**config.mk**
```make
export PLATFORM = sky130hd
export DESIGN_NAME = sipo_receiver
export DESIGN_NICKNAME = d
export VERILOG_FILES = /design/src/rtl/sipo_receiver.sv
export SDC_FILE = /design/constraint.sdc
export NUM_CORES = 1
export LEC_CHECK = 0
export CORE_AREA = 2 2 39 41
export DETAILED_ROUTE_END_ITERATION = 16
export DIE_AREA = 0 0 41 43
export PLACE_DENSITY_LB_ADDON = 0.05
export SYNTH_ARGS = -nofsm -noshare
export SYNTH_HDL_FRONTEND = slang
export SYNTH_SLANG_ARGS = --single-unit
```
**constraint.sdc**
```tcl
create_clock -name Clk -period 1.7 [get_ports Clk]
set_input_delay 0.425 -clock Clk [delete_from_list [all_inputs] [get_ports Clk]]
set_output_delay 0.425 -clock Clk [all_outputs]
set_load 0.02 [all_outputs]
```
**src/rtl/sipo_receiver.sv**
```systemverilog
// Serial-in/parallel-out receiver: collects WIDTH bits MSB first and hands the
// finished word to a consumer through a Valid/Ack handshake with overrun detection.
module sipo_receiver #(
    parameter int WIDTH = 4
) (
    input  logic             Clk,
    input  logic             Reset,
    input  logic             RxEn,
    input  logic             SerialIn,
    input  logic             Clear,
    input  logic             Ack,
    output logic [WIDTH-1:0] ParalelOut,
    output logic             Valid,
    output logic             Busy,
    output logic             Overrun
);

    localparam int CW = $clog2(WIDTH + 1);

    typedef enum logic {
        IDLE,
        SHIFT
    } state_t;

    state_t             r_state;
    logic [CW-1:0]      r_count;
    logic [WIDTH-2:0]   r_shift;
    logic [WIDTH-1:0]   r_out;
    logic               r_valid;
    logic               r_busy;
    logic               r_overrun;

    logic [WIDTH-1:0]   w_word;
    logic               w_last;

    // Only the low WIDTH-1 bits are kept; the incoming bit completes the word.
    assign w_word = {r_shift, SerialIn};
    assign w_last = (r_state == SHIFT) && (r_count == CW'(WIDTH - 1));

    always_ff @(posedge Clk or posedge Reset) begin
        if (Reset) begin
            r_state   <= IDLE;
            r_count   <= '0;
            r_shift   <= '0;
            r_out     <= '0;
            r_valid   <= 1'b0;
            r_busy    <= 1'b0;
            r_overrun <= 1'b0;
        end else if (Clear) begin
            r_state   <= IDLE;
            r_count   <= '0;
            r_shift   <= '0;
            r_out     <= '0;
            r_valid   <= 1'b0;
            r_busy    <= 1'b0;
            r_overrun <= 1'b0;
        end else begin
            if (Ack) begin
                r_valid <= 1'b0;
            end
            if (RxEn) begin
                r_shift <= w_word[WIDTH-2:0];
                if (w_last) begin
                    r_state <= IDLE;
                    r_busy  <= 1'b0;
                    r_count <= '0;
                    // An Ack on the completion edge frees the holding register in time.
                    if (!r_valid || Ack) begin
                        r_out   <= w_word;
                        r_valid <= 1'b1;
                    end else begin
                        r_overrun <= 1'b1;
                    end
                end else begin
                    r_state <= SHIFT;
                    r_busy  <= 1'b1;
                    r_count <= r_count + CW'(1);
                end
            end
        end
    end

    assign ParalelOut = r_out;
    assign Valid      = r_valid;
    assign Busy       = r_busy;
    assign Overrun    = r_overrun;

endmodule
```
==> run_results.csv <==
group,metric,value,unit
clock_network,cts_made_buffers,3,
run_status,outcome,"finished, final reports clean",
worst_setup_path,path_cells,"clkdlybuf4s50_1",
finish,antenna_cells_inserted,0,
clock_network,htree_levels,1,
sta,report.final.slew_viol_count,0,
clock_network,clk_pin_slew,80,ps
worst_setup_path,worstPathArrival,1240,ps
floorplanning,core-area,1380,um2
sta,maxSlewHeadroom,0.669,
floorplanning,fp.dieW,41,um
worst_setup_path,crit_required,1270,ps
worst_setup_path,slowest_delay,600,ps
clock_network,cts_setup_buffers,0,
yosys,synth.yosys.seq_area_share,0.560,
drt,detail-route-antenna-nets,0,
drt,firstDrtPassIters,4,
yosys,yosys_warnings,0,
pwr,leakagePower,0.377,nW
global_routing,grt_total_usage,0.152,
global_routing,grt-ovfl-total,0,
sta,setup-tns-final,0,ps
worst_setup_path,worstSetupEndpointType,"output pin",
clock_network,cts_root_buffer,"sky130_fd_sc_hd__clkbuf_4",
finish,count_of_fill_cells_added_during_filler_insertion,121,
drt,routed_wirelength,1100,um
sta,fin_crit_sh,0.977,
worst_setup_path,timing.critical_path.fanout_max,2,
yosys,synth_largest_type_area_fraction,0.560,
yosys,cell_variety_after_synth,18,
sta,fmaxAchievable,602,MHz
drt,wire_per_inst,12.5,um
sta,period_needed,1660,ps
pwr,p_per_area,755,nW/um2
drt,initialDrtViolationCount,11,
drt,drc_errors,0,
sta,worst_hold_slack,465,ps
place,globalplace.congestion,0.715,
sta,final-setup-viol-count,0,
flow_run,drv.max_cap_violation_count,0,
global_routing,wire_length_of_the_first_global_routing_pass,1770,um
floorplanning,die-area,1760,um2
sta,skew,1.56,ps
finish,syn_to_final_growth,30.0,%
sta,tightest_slew,495,ps
yosys,syn-instance-count,56,
yosys,yosys.area.top_type,"sky130_fd_sc_hd__dfrtp_1",
yosys,synthMostInstantiatedCell,"sky130_fd_sc_hd__dfrtp_1",
worst_setup_path,critPathBufInv,1,
clock_network,clock_tree_from_tritoncts,"yes",
worst_setup_path,critical_path.top_delay_family,"buffers and inverters",
yosys,synth.cells.most_frequent,"sky130_fd_sc_hd__dfrtp_1, sky130_fd_sc_hd__a21oi_1, sky130_fd_sc_hd__nor2_1",
worst_hold_path,min_path_type,"input port to async pin",
clock_network,worst_skew_pair.late_latency,280,ps
global_routing,grt_max_degree,14,
finish,nets,80,
clock_network,clock_path_buffers,2,
global_routing,antenna_violations_before_repair,0,
place,post-dp-hpwl,799,um
yosys,netlist_area,581,um2
drt,vias_per_cell,5.05,
yosys,synthArstFlopShare,1.00,
worst_setup_path,start_kind,"flop",
yosys,total_nets_after_synthesis,63,
floorplanning,core.rowCount,14,
finish,drive_gt1_frac,0.0833,
floorplanning,start_util,0.420,
drt,total_via_count_after_detailed_routing,444,
sta,final_hold_viol_count,0,
finish,final_util,0.545,
global_routing,number_of_global_route_vias_before_repair,400,
yosys,synth_area_per_cell,10.4,um2
pwr,worst_ir_drop_vdd,0.449,mV
clock_network,cts_sinks,13,
yosys,postSynthRegisterBits,13,
yosys,synth_enable_flop_cells,0,
yosys,synthTopCellsByArea,"sky130_fd_sc_hd__dfrtp_1, sky130_fd_sc_hd__a21oi_1, sky130_fd_sc_hd__mux2i_1",
worst_setup_path,slowest_stage_cell_crit_path,"sky130_fd_sc_hd__clkdlybuf4s50_1",
place,port_buffers,12,
floorplanning,pin_count,13,
yosys,synth_ff_type,"sky130_fd_sc_hd__dfrtp_1",
floorplanning,die-height,43,um
sta,grt_setup_unrepaired,"false",
worst_setup_path,worstSetupPathType,"flop to output pin",
power by group:
group / leakage, nW / total (mW) / switching (mW) / internal, mW
sequential: 0.178 / 0.323 / 0.00677 / 0.317
clock: 0.0150 / 0.193 / 0.102 / 0.0912
combinational: 0.185 / 0.0529 / 0.0263 / 0.0266
total: 0.377 / 0.570 / 0.135 / 0.434
metal layers:
layer  part of all wire  vias to the layer above  GRT usage
met4              0.023                        0     0.0800
met5                  0                        -          0
met1               0.51                      199      0.260
li1                   -                      229          -
met2               0.41                       11      0.163
met3              0.056                        5     0.0471
layout by cell type (no fill, tap or decap), types with 2 or more instances in the layout:
master	count
sky130_fd_sc_hd__dfrtp_1	13
sky130_fd_sc_hd__clkdlybuf4s50_1	9
sky130_fd_sc_hd__a21oi_1	8
sky130_fd_sc_hd__nor2_1	7
sky130_fd_sc_hd__nand3_1	5
sky130_fd_sc_hd__mux2i_1	4
sky130_fd_sc_hd__o21ai_0	4
sky130_fd_sc_hd__clkbuf_4	3
sky130_fd_sc_hd__buf_4	3
sky130_fd_sc_hd__nand3b_1	2
sky130_fd_sc_hd__nand2b_1	2
sky130_fd_sc_hd__dlymetal6s2s_1	2
state kept, by name, indices dropped and copies added, names as in the netlist:
register / cells
Busy: 1
Overrun: 1
ParalelOut: 4
Valid: 1
r_count: 3
r_shift: 3
repair_timing:
| action | in CTS | in global routing |
|---|---|---|
| endpoints found under the setup margin | 1 | 2 |
| gates resized for setup | 1 | 2 |
| hold buffers | 0 | 0 |
logic make-up (layout without fill, tap and decap cells):
group	Yosys count	in the layout	share of synthesized area
AND/OR/NAND/NOR	22	22	0.207
flip-flops	13	13	0.560
AO/OA/AOI/OAI	12	12	0.103
multiplexers	4	4	0.0690
buffers and inverters	4	20	0.0388
adder cells (fa/ha/maj)	1	1	0.0215
per-stage QoR:
stage / cells / power [mW] / instance area, um2 / setup slack, ps
2_1_floorplan: 56 / 0.358 / 581 / 516
3_3_place_gp: 84 / 0.384 / 724 / 99.7
3_5_place_dp: 84 / 0.384 / 724 / 108
4_1_cts: 88 / 0.573 / 749 / 23.9
5_1_grt: 88 / 0.592 / 754 / 3.25
6_report: 88 / 0.570 / 754 / 38.7
final cells by class:
cell class	count	area, um2	share of cell area
clock buffers	4	26.3	0.0348
inverters	1	3.75	0.00498
multi-input cells	39	233	0.308
flip-flops and latches	13	325	0.431
well taps	16	20.0	0.0265
repair buffers	15	146	0.194
final timing paths:
path	from	end	slack (ps)	depth (start not counted)
max	Overrun$_DFFE_PP0P_	Overrun	40	1
min	Reset	r_count[1]$_DFFE_PP0P_	460	2
max reg2reg	r_count[0]$_DFFE_PP0P_	ParalelOut[0]$_DFFE_PP0P_	480	4
min reg2reg	Overrun$_DFFE_PP0P_	Overrun$_DFFE_PP0P_	530	2
max in group asynchronous	Reset	Busy$_DFFE_PP0P_	900	2
min in group Clk	Overrun$_DFFE_PP0P_	Overrun$_DFFE_PP0P_	530	2
(Power assumes the default switching activity.)
